<file path="config.mk">
export PLATFORM = sky130hd
export DESIGN_NAME = extender_pipe
export DESIGN_NICKNAME = d
export VERILOG_FILES = /design/src/rtl/extender_pipe.sv
export SDC_FILE = /design/constraint.sdc
export NUM_CORES = 1
export LEC_CHECK = 0
export ABC_AREA = 1
export BUFFER_PORTS_ARGS = -buffer_cell sky130_fd_sc_hd__buf_4
export CAP_MARGIN = 0
export CORE_MARGIN = 10
export CORE_UTILIZATION = 50
export CTS_CLUSTER_DIAMETER = 50
export DETAILED_ROUTE_END_ITERATION = 8
export PLACE_DENSITY = 0.8
export SLEW_MARGIN = 20
export SYNTH_ARGS = -nofsm -noshare
export SYNTH_HDL_FRONTEND = slang
export SYNTH_SLANG_ARGS = --single-unit
export TNS_END_PERCENT = 10
</file>
<file path="constraint.sdc">
create_clock -name clock -period 2.6 [get_ports clock]
set_clock_uncertainty 0.2 [all_clocks]
set_input_delay 0.39 -clock clock [delete_from_list [all_inputs] [get_ports clock]]
set_output_delay 0.39 -clock clock [all_outputs]
set_load 0.01 [all_outputs]
</file>
<file path="src/rtl/extender_pipe.sv">
// Immediate extender with a 2-entry skid buffer on the result path.
// Results are computed on acceptance and stored; the head entry drives Out/Err directly.
module extender_pipe #(
   parameter int unsigned IN_WIDTH  = 16,
   parameter int unsigned OUT_WIDTH = 32
) (
   input  logic                 clock,
   input  logic                 reset,
   input  logic                 InValid,
   output logic                 InReady,
   input  logic [2:0]           Mode,
   input  logic [IN_WIDTH-1:0]  In,
   output logic                 OutValid,
   input  logic                 OutReady,
   output logic [OUT_WIDTH-1:0] Out,
   output logic                 Err
);

   localparam int unsigned PadWidth = OUT_WIDTH - IN_WIDTH;

   typedef enum logic [1:0] {
      EMPTY = 2'd0,
      ONE   = 2'd1,
      TWO   = 2'd2
   } state_t;

   state_t               state;
   logic [OUT_WIDTH-1:0] tailData;
   logic                 tailErr;
   logic [OUT_WIDTH-1:0] extData;
   logic                 extErr;
   logic [OUT_WIDTH-1:0] signExt;
   logic                 push;
   logic                 pop;

   assign push = InValid & InReady;
   assign pop  = OutValid & OutReady;

   // Extension of the currently offered immediate.
   always_comb begin
      signExt = OUT_WIDTH'($signed(In));
      extData = '0;
      extErr  = 1'b0;
      case (Mode)
         3'd0:    extData = OUT_WIDTH'(In);
         3'd1:    extData = signExt;
         3'd2:    extData = {In, {PadWidth{1'b0}}};
         3'd3:    extData = signExt << 2;
         3'd4:    extData = OUT_WIDTH'($signed(In[7:0]));
         3'd5:    extData = OUT_WIDTH'(In[7:0]);
         default: extErr  = 1'b1;
      endcase
   end

   // Head entry lives in Out/Err; the tail only fills while the head is stalled.
   always_ff @(posedge clock) begin
      if (reset) begin
         state    <= EMPTY;
         InReady  <= 1'b1;
         OutValid <= 1'b0;
         Out      <= '0;
         Err      <= 1'b0;
         tailData <= '0;
         tailErr  <= 1'b0;
      end else begin
         case (state)
            EMPTY: begin
               if (push) begin
                  Out      <= extData;
                  Err      <= extErr;
                  OutValid <= 1'b1;
                  state    <= ONE;
               end
            end
            ONE: begin
               if (push && pop) begin
                  Out <= extData;
                  Err <= extErr;
               end else if (push) begin
                  tailData <= extData;
                  tailErr  <= extErr;
                  InReady  <= 1'b0;
                  state    <= TWO;
               end else if (pop) begin
                  OutValid <= 1'b0;
                  state    <= EMPTY;
               end
            end
            TWO: begin
               if (pop) begin
                  Out     <= tailData;
                  Err     <= tailErr;
                  InReady <= 1'b1;
                  state   <= ONE;
               end
            end
            default: begin
               state    <= EMPTY;
               InReady  <= 1'b1;
               OutValid <= 1'b0;
            end
         endcase
      end
   end

endmodule

</file>
## Word level (Yosys, flattened, before mapping)

Cells that the tools add are included.

| operators by class | value |
|---|---|
| equality and inequality tests | 15 |
| multiplexer cells | 25 |
| bitwise logic cells | 5 |
| reductions and logical operators | 10 |

Operators by type and width:

| operator | count |
|---|---|
| 32-bit case mux with 6 select lines | 1 |
| 32-bit two-way mux | 3 |
| 32-bit case mux with 3 select lines | 1 |
| 2-bit inequality test, second input constant | 7 |
| 4-bit AND reduction | 3 |
| 1-bit two-way mux | 11 |
| 2-bit two-way mux | 5 |
| 1-bit case mux with 3 select lines | 3 |
| 3-bit by 2-bit equality test with 1-bit output, second input constant | 2 |
| 3-bit equality test, second input constant | 2 |
| 2-bit case mux with 3 select lines | 1 |
| 6-bit OR reduction | 1 |
| 5-bit AND reduction | 1 |
| 3-bit by 1-bit equality test with 1-bit output, second input constant | 1 |
| 3-bit zero test | 1 |
| 3-bit inequality test, second input constant | 1 |
| 1-bit inverter | 3 |
| 3-bit AND reduction | 1 |
| 3-bit nonzero test | 1 |
| 1-bit AND | 2 |
| 2-bit by 1-bit equality test with 1-bit output, second input constant | 1 |
| 2-bit equality test, second input constant | 1 |
| 2-bit zero test | 1 |
| 1-bit logical AND | 1 |

| word-level totals | value |
|---|---|
| flip-flop bits (word level) | 70 |
| bits of input ports | 23 |
| output and inout port bits | 35 |
| word-level logic and storage cells | 62 |

## Logic depth before layout (Yosys ltp)

Gate-level depths: netlist (run 1).

| logic depth | value |
|---|---|
| depth after elaboration | 5 |
| mapped depth | 8 |
| mapped depth without buffers | 7 |

## Least setup slack after synthesis (run 1)

No wires, ideal clock.

| timing | value |
|---|---|
| kind | reg2reg |
| start | register InReady |
| end | register Out[12] |
| setup time | 0.119 ns |
| data arrival time | 1.222 ns |
| required time | 2.281 ns |
| setup slack | 1.059 ns |
| stages on the path, launching flop included | 8 |
| buffers on the path | 2 |
| clock period less this slack | 1.541 ns |
| path through | dfxtp_1 > nand2_1 > o21ai_1 > nand2_1 > buf_4 > buf_6 > a21oi_1 > a21oi_2 |

| between the ends | value |
|---|---|
| word-level cells in the longest chain between the ends | 4 |
| elaborated cells between the ends (all ways) | 5 |
| those cells by class | eq/ne: 2; bitwise: 1; reduce/logical: 2 |

RTL lines:

| item | line | RTL |
|---|---|---|
| start, declared | 10 | `output logic InReady,` |
| start signal, assigned | 59 | `InReady <= 1'b1;` |
| start signal, assigned | 82 | `InReady <= 1'b0;` |
| start signal, assigned | 93 | `InReady <= 1'b1;` |
| 1-bit AND (*) | 36 | `assign push = InValid & InReady;` |
| 1-bit logical AND | 76 | `if (push && pop) begin` |
| 2-bit inequality test (no source line) | -- |  |
| 4-bit AND reduction (no source line) (*) | -- |  |
| end signal, assigned | 69 | `Out <= extData;` |
| end signal, assigned | 77 | `Out <= extData;` |
| end signal, assigned | 91 | `Out <= tailData;` |
| end, declared | 15 | `output logic [OUT_WIDTH-1:0] Out,` |

Every way passes the cells marked *; elsewhere a longest branch is shown, timed or not.
A chain may end at the register's enable or synchronous reset.

## Worst setup path after layout (run 1)

| timing | value |
|---|---|
| start | register OutValid |
| end | register tailData[1] |

| between the ends | value |
|---|---|
| word-level cells in the longest chain between the ends | 4 |

RTL lines:

| item | line | RTL |
|---|---|---|
| start, declared | 13 | `output logic OutValid,` |
| start signal, assigned | 60 | `OutValid <= 1'b0;` |
| start signal, assigned | 71 | `OutValid <= 1'b1;` |
| start signal, assigned | 85 | `OutValid <= 1'b0;` |
| 1-bit AND | 37 | `assign pop = OutValid & OutReady;` |
| 1-bit logical AND | 76 |  |
| 1-bit inverter (no source line) | -- |  |
| 3-bit AND reduction (no source line) | -- |  |
| end signal, assigned | 80 | `tailData <= extData;` |
| end, declared | 28 | `logic [OUT_WIDTH-1:0] tailData;` |

Every way passes these cells.

==> results.sh, run 1 <==
export IMPL_status="completed"
export IMPL_ys_top_cells_by_area="dfxtp_1 (39%), nand2_1 (12%), nor2_1 (8.2%)"
export IMPL_cp_slowest_stage_delay_ns=0.38
export IMPL_cts_clk_slew_worst_paths_ns=0.07
export IMPL_fin_cells=656
export IMPL_cts_resized=0
export IMPL_cts_root_buffer="clkbuf_8"
export IMPL_path_delay_family="simple AND/OR/NAND/NOR gates"
export IMPL_clk_path_buf_depth=2
export IMPL_cp_slowest_cell="buf_4"
export IMPL_synthAdderAreaFrac_pct=0
export IMPL_syn_area_sq_um=3578
export IMPL_setup_tns_ns=0
export IMPL_powerDensity_nw_per_um2=710.3
export IMPL_cts_tree="done"
export IMPL_rsz0062_at_grt="no"
export IMPL_place_area_sq_um=3968
export IMPL_synth_compound_area_share_pct=16.61
export IMPL_grt_pass1_wl_um=15250
export IMPL_gr_total_overflow=0
export IMPL_synthXorXnorAreaFrac_pct=0
export IMPL_yosys_area_top_type="dfxtp_1"
export IMPL_routedWlPerCell_um=13.95
export IMPL_muxShareOfSynthArea_pct=0
export IMPL_finalHoldViolCount=0
export IMPL_htreeDepth=3
export IMPL_port_buffers=57
export IMPL_drive_gt1_share_pct=22.32
export IMPL_via_per_inst=5.386
export IMPL_numClockSinks=70
export IMPL_final_common_cell="nand2_1"
export IMPL_ys_seq_area_share_pct=39.16
export IMPL_worst_pin_slew_ns=0.6313
export IMPL_die_h_um=104.6
export IMPL_ys_ff_latch=70
export IMPL_power_leakage_nw=2.028
export IMPL_start_util_pct=52.09
export IMPL_ant_nets=0
export IMPL_synth_warnings=0
export IMPL_dp_hpwl_um=6294
export IMPL_gr_usage_all_layers_pct=16.32
export IMPL_antenna_found_initial=0
export IMPL_wl_um=9150
export IMPL_finalCritPeriodShare_pct=72.23
export IMPL_insertion_delay_ns=0.35
export IMPL_pin_count=58
export IMPL_initialDrtViolationCount=266
export IMPL_final_nets=578
export IMPL_post_cts_setup_buffer_count=0
export IMPL_min_period_ns=1.878
export IMPL_place_gp_congestion=0.8282
export IMPL_grt_pass1_vias=3302
export IMPL_core_area_sq_um=6869
export IMPL_cap_violations=0
export IMPL_worstSetupStartpointType="flip-flop"
export IMPL_diodes=0
export IMPL_yosys_area_share_simple_pct=33.32
export IMPL_synth_top_family_by_area="simple AND/OR/NAND/NOR gates"
export IMPL_routed_via_count=3533
export IMPL_path_buf_inv=2
export IMPL_worstPathRequired_ns=2.66
export IMPL_yosys_cell_types_count=27
export IMPL_slew_headroom_pct=57.85
export IMPL_synthesis_nets=539
export IMPL_syn_avg_cell_area_sq_um=6.935
export IMPL_holdBufCountCts=0
export IMPL_syn_inst=516
export IMPL_dp_cells=640
export IMPL_num_rows=30
export IMPL_firstDrtPassIters=5
export IMPL_fin_area_sq_um=4143
export IMPL_synth_top_area_share_pct=39.16
export IMPL_path_max_fanout=31
export IMPL_max_freq_mhz=532.5
export IMPL_worstPathCellList="nand2_1 > inv_2 > nor2_2 > nand2_2 > buf_4 > nor2_1 > a211oi_1"
export IMPL_final_max_slew_viol_count=0
export IMPL_dieWidth_um=104.6
export IMPL_worstPathArrival_ns=1.94
export IMPL_setup_viol=0
export IMPL_drc=0
export IMPL_worstSetupEndpointType="flip-flop"
export IMPL_worst_setup_path_type="flip-flop to flip-flop"
export IMPL_numCtsBuffers=9
export IMPL_layout_common_cells="nand2_1 (114), nor2_1 (78), dfxtp_1 (70)"
export IMPL_hp_class="primary input to flip-flop"
export IMPL_area_delta_synth_final_pct=15.77
export IMPL_dieArea_sq_um=10940
export IMPL_ir_drop_uv=496.2
export IMPL_grt_max_degree=38
[metal layers]
layer / track usage [%] / vias to the layer above / part of all wire [%]
met5: 0 / - / 0
met2: 27.31 / 129 / 48
met3: 4.177 / 13 / 7.7
li1: - / 1738 / -
met4: 6.275 / 0 / 1.5
met1: 19.64 / 1653 / 43
[layout make-up]
class                   instances  area (sq um)
clock buffers                  10         137.6
clock inverters                 6         37.54
fillers                       670          2726
inverters                      49         183.9
multi-input cells             362          1789
flip-flops and latches         70          1401
well taps                      96         120.1
repair buffers                 63         473.0
[Yosys cell counts]
| cell | count |
|---|---|
| a21oi_2 | 7 |
| nor2_4 | 1 |
| nand4_1 | 15 |
| nand2_4 | 1 |
| inv_2 | 6 |
| o21ai_1 | 5 |
| buf_2 | 18 |
| nor2_2 | 2 |
| nor3_4 | 1 |
| nand4_4 | 1 |
| nand3_1 | 6 |
| buf_4 | 4 |
| a211oi_1 | 8 |
| o211ai_1 | 1 |
| o21ai_0 | 36 |
| nor3_1 | 6 |
| buf_6 | 5 |
| a21oi_1 | 52 |
| buf_1 | 1 |
| nand2_2 | 7 |
| clkbuf_1 | 7 |
| nand3_2 | 19 |
| nand3b_1 | 1 |
| nand2_1 | 115 |
| inv_1 | 43 |
| dfxtp_1 | 70 |
| nor2_1 | 78 |
[power by group]
group | internal [mW] | switching, mW
Clock | 0.366 | 0.425
Sequential | 1.23 | 0.0776
Combinational | 0.340 | 0.508
[metrics by stage]
| stage | util, % | hold slack, ns | power, mW | worst slack (ns) |
|---|---|---|---|---|
| floorplan | - | 0.2239 | 1.880 | 1.059 |
| global placement | 57.76 | 0.2330 | 2.149 | 0.6820 |
| detailed placement | 57.76 | 0.2478 | 2.180 | 0.6157 |
| global route | 60.31 | 0.1374 | 3.132 | 0.5820 |
| CTS | 60.31 | 0.1123 | 2.967 | 0.7208 |
| finish | 60.31 | 0.1258 | 2.943 | 0.7221 |
[worst register-to-register path, cell delays in order (launching register included)]
cell,delay (ns)
dfxtp_1,0.37
nand2_1,0.15
inv_2,0.10
nor2_2,0.05
nand2_2,0.27
buf_4,0.38
nor2_1,0.08
a211oi_1,0.20
[cell families after synthesis]
family	after synthesis
compound gates	109
simple gates	253
buf+inv	84
flops	70
[flip-flops by register name (all words and copies together) (netlist names)]
signal / cells
Out: 32
tailData: 32
state: 2
Err: 1
InReady: 1
OutValid: 1
tailErr: 1
[final timing paths]
path	slack [ns]	from	endpoint	depth (start not counted)
hold / removal	0.13	reset	state[0]	2
setup reg to reg	0.72	OutValid	tailData[1]	7
hold reg to reg	0.26	tailErr	tailErr	2
setup / recovery	0.72	OutValid	tailData[1]	7
Power figures use the tool's default switching activity.
==> run 2, diff against run 1 <==
--- a/config.mk
+++ b/config.mk
@@ -5,14 +5,14 @@
 export SDC_FILE = /design/constraint.sdc
 export NUM_CORES = 1
 export LEC_CHECK = 0
-export ABC_AREA = 1
+export ABC_AREA = 0
 export BUFFER_PORTS_ARGS = -buffer_cell sky130_fd_sc_hd__buf_4
 export CAP_MARGIN = 0
 export CORE_MARGIN = 10
 export CORE_UTILIZATION = 50
 export CTS_CLUSTER_DIAMETER = 50
 export DETAILED_ROUTE_END_ITERATION = 8
-export PLACE_DENSITY = 0.8
+export PLACE_DENSITY = 0.83
 export SLEW_MARGIN = 20
 export SYNTH_ARGS = -nofsm -noshare
 export SYNTH_HDL_FRONTEND = slang
==> constraint.sdc (replaced) <==
create_clock -name clock -period 1.53 [get_ports clock]
set_clock_uncertainty 0.2 [all_clocks]
set_input_delay 0.2295 -clock clock [delete_from_list [all_inputs] [get_ports clock]]
set_output_delay 0.2295 -clock clock [all_outputs]
set_load 0.01 [all_outputs]
==> run 2 against run 1 <==
- the run now ends with negative setup slack left
- via count shrank 2.4%
- sequential power rose by 66%
- sequential share of layout area decreased by 3.1 points
- maximum frequency up 12%
- clock power up 76%
- core utilization is 11 points higher
- largest cell class unchanged
- largest power group unchanged
==> results.sh, run 2 <==
export IMPL_die_h_um=101.9
export IMPL_ir_drop_uv=725.6
export IMPL_via_per_inst=6.072
export IMPL_port_buffers=57
export IMPL_num_rows=29
export IMPL_worstPathArrival_ns=1.75
export IMPL_routed_via_count=3449
export IMPL_insertion_delay_ns=0.36
export IMPL_hold_path_startpoint="In[1]"
export IMPL_max_freq_mhz=598.8
export IMPL_final_nets=509
export IMPL_finalHoldViolCount=0
export IMPL_yosysMostFrequentCell="dfxtp_1"
export IMPL_ys_seq_area_share_pct=41.82
export IMPL_synthTopCellsByCount="dfxtp_1 (70), nor2_1 (63), nand2_1 (39), a21oi_1 (22), buf_2 (22)"
export IMPL_fillers=438
export IMPL_worstRegToRegCells=6
export IMPL_grt_pass1_wl_um=15970
export IMPL_gr_total_overflow=0
export IMPL_place_gp_congestion=0.8181
export IMPL_pin_count=58
export IMPL_reg2reg_from="state[1]"
export IMPL_path_delay_family="simple AND/OR/NAND/NOR gates"
export IMPL_wl_um=10260
export IMPL_cts_tree="done"
export IMPL_finalCritPeriodShare_pct=109.2
export IMPL_ys_ff_latch=70
export IMPL_cap_violations=0
export IMPL_min_period_ns=1.670
export IMPL_r2r_end="tailData[2]"
export IMPL_powerDensity_nw_per_um2=1115
export IMPL_initialDrtViolationCount=261
export IMPL_slew_headroom_pct=68.28
export IMPL_drive_gt1_share_pct=34.01
export IMPL_worstSetupEndpointType="flip-flop"
export IMPL_ant_nets=0
export IMPL_reg_top3="Out: 32 flops, tailData: 32 flops, state: 2 flops"
export IMPL_syn_inst=398
export IMPL_cp_slowest_stage_delay_ns=0.37
export IMPL_antenna_found_initial=0
export IMPL_worst_pin_slew_ns=0.4683
export IMPL_yosys_cell_types_count=43
export IMPL_cp_slowest_cell="dfxtp_4"
export IMPL_synth_edff_count=0
export IMPL_path_buf_inv=2
export IMPL_cts_clk_slew_worst_paths_ns=0.08
export IMPL_synth_warnings=0
export IMPL_routedWlPerCell_um=18.07
export IMPL_core_area_sq_um=6422
export IMPL_grt_pass1_vias=3253
export IMPL_drc=0
export IMPL_final_max_slew_viol_count=0
export IMPL_syn_avg_cell_area_sq_um=8.419
export IMPL_area_delta_synth_final_pct=37.27
export IMPL_status="complete, but fails checks"
export IMPL_dp_hpwl_um=6585
export IMPL_worstSetupStartpointType="flip-flop"
export IMPL_synthesis_nets=421
export IMPL_worstPathCellList="and3b_2 > and3_4 > buf_6 > buf_12 > nor2_1 > a211oi_2"
export IMPL_path_max_fanout=12
export IMPL_dieArea_sq_um=10380
export IMPL_worstPathRequired_ns=1.61
export IMPL_r2r_setup_slack_ns=-0.14
export IMPL_setup_tns_ns=-3.209
export IMPL_violations="negative setup slack"
export IMPL_layout_common_cells="buf_4 (95), dfxtp_1 (66), nor2_1 (59)"
export IMPL_final_common_cell="buf_4"
export IMPL_numCtsBuffers=9
export IMPL_min_to="tailData[1]"
export IMPL_ys_flop_type="dfxtp_1"
export IMPL_worstHoldPathCells=3
export IMPL_start_util_pct=52.17
export IMPL_synth_top_area_share_pct=41.82
export IMPL_post_route_worst_setup_slack_ns=-0.1401
export IMPL_firstDrtPassIters=5
export IMPL_pre_cts_ws_ns=-0.1436
export IMPL_gr_usage_all_layers_pct=19.17
export IMPL_ys_top_cells_by_area="dfxtp_1 (42%), nor2_1 (7.1%), nand2_1 (4.4%)"
export IMPL_synthArstFlopShare_pct=0
export IMPL_clk_path_buf_depth=2
export IMPL_diodes=0
export IMPL_cts_root_buffer="clkbuf_8"
export IMPL_worst_setup_path_type="flip-flop to flip-flop"
export IMPL_numClockSinks=70
export IMPL_dp_cells=537
export IMPL_power_leakage_nw=1.869
export IMPL_htreeDepth=3
export IMPL_rsz0062_at_grt="yes"
export IMPL_hp_class="primary input to flip-flop"
export IMPL_fin_cells=568
export IMPL_final_util_pct=71.62
export IMPL_dieWidth_um=101.9
export IMPL_hold_ws_ns=0.002750
export IMPL_yosys_area_top_type="dfxtp_1"
export IMPL_setup_viol=58
export IMPL_grt_max_degree=32
export IMPL_syn_area_sq_um=3351
run 2: cell count changes after synthesis, sizes merged, moves of 16 or more:
cell   delta
a21oi    -33
o21ai    -41
inv      -41
nand2    -84
nand3    -19
nor2     -16
run 2: cell families after synthesis:
group | count (synthesis) | share of synthesized area [%]
simple gates | 168 | 25.21
mux | 1 | 0.2987
buf+inv | 48 | 6.983
flops | 70 | 41.82
compound gates | 111 | 25.69
run 2: layout make-up:
class                           count  area, sq um  area share (%)
Clock inverter                      6        45.04          0.9793
Sequential cell                    70         1414           30.74
Inverter                            8        30.03          0.6529
Timing Repair Buffer              117         1050           22.82
Tap cell                           77        96.34           2.095
Clock buffer                       10        137.6           2.992
Multi-Input combinational cell    280         1827           39.72
run 2: what timing repair did:
action | CTS | global route
gates resized for setup | 9 | 16
pin swaps | 8 | 14
endpoints found under the hold margin | 7 | 0
cloned | 2 | 1
setup endpoints to repair | 61 | 66
hold buffers | 7 | 0
buffers inserted | 2 | 3
run 2: worst reg2reg max path: stages (launching register included):
cell and delay, ns:
dfxtp_4 0.37, and3b_2 0.27, and3_4 0.25, buf_6 0.12, buf_12 0.12, nor2_1 0.06, a211oi_2 0.20
run 2: worst max-delay path by stage:
stage	from	to	slack, ns	depth (start not counted)
finish	state[1]	tailData[2]	-0.14	6
global route	state[1]	tailData[25]	-0.16	5
CTS	state[1]	tailData[29]	-0.09	5
detailed placement	state[0]	Out[30]	-0.14	4
global placement	Mode[1]	Out[16]	-0.09	6
floorplan	state[1]	tailData[14]	-0.07	8
run 2: metrics by stage:
stage	total power, mW	instance area [sq um]
final	5.128	4599
after CTS	5.023	4493
after global placement	3.527	4138
after floorplan	3.025	3426
after global routing	5.360	4599
after detailed placement	3.580	4138
run 2: layer usage:
metal / vias up / routed length, um / track usage [%] / part of all wire, %
met5: - / 0 / 0 / 0
met4: 0 / 247 / 8.568 / 2.4
met3: 27 / 820 / 6.140 / 8.0
met2: 171 / 5123 / 31.66 / 50
met1: 1636 / 4071 / 22.36 / 40
li1: 1615 / - / - / -
run 2: report_power, final:
part	total (mW)	switching, mW	internal [mW]
Clock	1.39	0.750	0.636
Sequential	2.16	0.133	2.03
Combinational	1.58	0.806	0.770
==> run 3, diff against run 2 <==
--- a/config.mk
+++ b/config.mk
@@ -10,6 +10,7 @@
 export CAP_MARGIN = 0
 export CORE_MARGIN = 10
 export CORE_UTILIZATION = 50
+export CTS_BUF_LIST = sky130_fd_sc_hd__clkbuf_4 sky130_fd_sc_hd__clkbuf_8 sky130_fd_sc_hd__clkbuf_16
 export CTS_CLUSTER_DIAMETER = 50
 export DETAILED_ROUTE_END_ITERATION = 8
 export PLACE_DENSITY = 0.83
==> constraint.sdc (replaced) <==
create_clock -name clock -period 1.5 [get_ports clock]
set_clock_uncertainty 0.2 [all_clocks]
set_input_delay 0.225 -clock clock [delete_from_list [all_inputs] [get_ports clock]]
set_output_delay 0.225 -clock clock [all_outputs]
set_load 0.01 [all_outputs]
==> run 3 against run 2 <==
- the run still ends with negative setup slack left
- combinational power shrank 3%
- register-to-register slack got worse by 0.11 ns
- maximum frequency down 4.7%
- clock-buffer cell count shrank 1
- global-route usage shrank 0.41 points
- first-iteration DRC count is 2.3% higher
- largest cell class unchanged
==> results.sh, run 3 (synthesis gave the netlist of run 2 again) <==
export IMPL_status="complete, but fails checks"
export IMPL_violations="negative setup slack"
export IMPL_setup_viol=65
export IMPL_critPathLaunch="InReady"
export IMPL_slew_headroom_pct=70.59
export IMPL_worstPathArrival_ns=1.86
export IMPL_final_nets=509
export IMPL_gr_usage_all_layers_pct=18.75
export IMPL_dp_hpwl_um=6459
export IMPL_start_util_pct=52.17
export IMPL_worstPathRequired_ns=1.61
export IMPL_hp_class="primary input to flip-flop"
export IMPL_diodes=0
export IMPL_finalCritPeriodShare_pct=116.8
export IMPL_ant_nets=0
export IMPL_dieArea_sq_um=10380
export IMPL_firstDrtPassIters=5
export IMPL_fin_area_sq_um=4606
export IMPL_routed_via_count=3400
export IMPL_routedWlPerCell_um=17.47
export IMPL_worstSetupEndpointType="flip-flop"
export IMPL_r2r_setup_slack_ns=-0.25
export IMPL_worstRegToRegCells=6
export IMPL_register_area_sq_um=1411
export IMPL_fillers=449
export IMPL_fin_cells=568
export IMPL_pre_cts_ws_ns=-0.2168
export IMPL_reg_top3="Out: 32 flops, tailData: 32 flops, state: 2 flops"
export IMPL_finalHoldViolCount=0
export IMPL_crit_end="Out[28]"
export IMPL_ir_drop_uv=658.0
export IMPL_htreeDepth=3
export IMPL_reg2reg_from="InReady"
export IMPL_worstSetupStartpointType="flip-flop"
export IMPL_powerDensity_nw_per_um2=1223
export IMPL_worst_pin_slew_ns=0.4343
export IMPL_max_freq_mhz=570.9
export IMPL_gr_total_overflow=0
export IMPL_wl_um=9921
export IMPL_multiInputGateArea_sq_um=1844
export IMPL_pin_count=58
export IMPL_path_max_fanout=14
export IMPL_cts_root_buffer="clkbuf_8"
export IMPL_cts_clk_slew_worst_paths_ns=0.08
export IMPL_port_buffers=57
export IMPL_numClockSinks=70
export IMPL_rsz0062_at_grt="yes"
export IMPL_final_common_cell="buf_4"
export IMPL_r2r_end="Out[28]"
export IMPL_initialDrtViolationCount=267
export IMPL_num_rows=29
export IMPL_numCtsBuffers=9
export IMPL_grt_max_degree=32
export IMPL_layout_common_cells="buf_4 (102), dfxtp_1 (66), nor2_1 (57)"
export IMPL_grt_pass1_vias=3248
export IMPL_worst_setup_path_type="flip-flop to flip-flop"
export IMPL_clk_path_buf_depth=2
export IMPL_min_period_ns=1.752
export IMPL_core_area_sq_um=6422
export IMPL_cap_violations=0
export IMPL_grt_pass1_wl_um=15820
export IMPL_antenna_found_initial=0
export IMPL_via_per_inst=5.986
export IMPL_final_max_slew_viol_count=0
export IMPL_power_leakage_nw=1.887
export IMPL_area_delta_synth_final_pct=37.45
export IMPL_place_area_sq_um=4160
export IMPL_dp_cells=540
export IMPL_hold_ws_ns=0.01496
export IMPL_cts_tree="done"
export IMPL_die_h_um=101.9
export IMPL_insertion_delay_ns=0.36
export IMPL_place_gp_congestion=0.8001
export IMPL_drc=0
export IMPL_post_route_worst_setup_slack_ns=-0.2517
export IMPL_drive_gt1_share_pct=34.62
export IMPL_dieWidth_um=101.9
-- run 3: changes by cell type in the layout (fill, tap and decap cells not counted), sizes merged --
cell	before	now
clkinvlp	3	0
bufinv	0	3
clkbuf	12	9
dlygate4sd3	7	5
bufbuf	1	0
buf	107	111
clkinv	2	3
o211a	2	3
-- run 3: where the power goes --
part           switching [mW]  internal (mW)
sequential              0.135           2.07
combinational           0.800          0.745
clock                   0.768           1.11
total                    1.70           3.93
-- run 3: what timing repair did --
action / CTS / global route
pin swaps: 22 / 11
gates cloned: 1 / 0
resized for setup: 10 / 11
hold buffers: 5 / 0
hold endpoints to repair: 5 / 0
setup buffers: 5 / 1
endpoints found under the setup margin: 66 / 66
-- run 3: worst min-delay path by stage --
| stage | startpoint | end | slack (ns) | cells past startpoint |
|---|---|---|---|---|
| after CTS | In[4] | tailData[20] | 0.007 | 3 |
| final | In[12] | tailData[28] | 0.01 | 3 |
| after detailed placement | Out[11] | Out[11] | 0.25 | 2 |
| after floorplan | In[0] | tailData[0] | 0.18 | 2 |
| after global placement | Out[3] | Out[3] | 0.24 | 2 |
| after global routing | In[9] | tailData[25] | 0.05 | 3 |
-- run 3: worst max-delay path: stages, from the launching register on --
cell     delay [ns]
dfxtp_4        0.38
nand4_1        0.20
buf_4          0.21
o211a_4        0.27
nor2_4         0.15
buf_12         0.15
a22o_1         0.13
-- run 3: per-layer routing --
layer	vias up	GRT usage, %	wire, um
met5	-	0	0
met4	0	8.243	235
met3	25	4.521	691
met2	138	31.81	4809
met1	1632	22.14	4185
li1	1605	-	-
-- run 3: area by class of cell --
class	count	area share, %
clock buffers	9	2.689
clock inverters	7	2.635
inverters	8	0.6520
multi-input cells	281	40.04
flip-flops and latches	70	30.64
well taps	77	2.092
repair buffers	116	21.24
-- run 3: through the flow --
step	TNS [ns]	power, mW	utilization, %
after floorplan	-3.166	3.085	-
after global placement	-4.155	3.603	64.78
after detailed placement	-6.970	3.649	64.78
after CTS	-5.664	5.586	70.93
after global routing	-13.18	5.857	71.71
final	-9.536	5.631	71.71
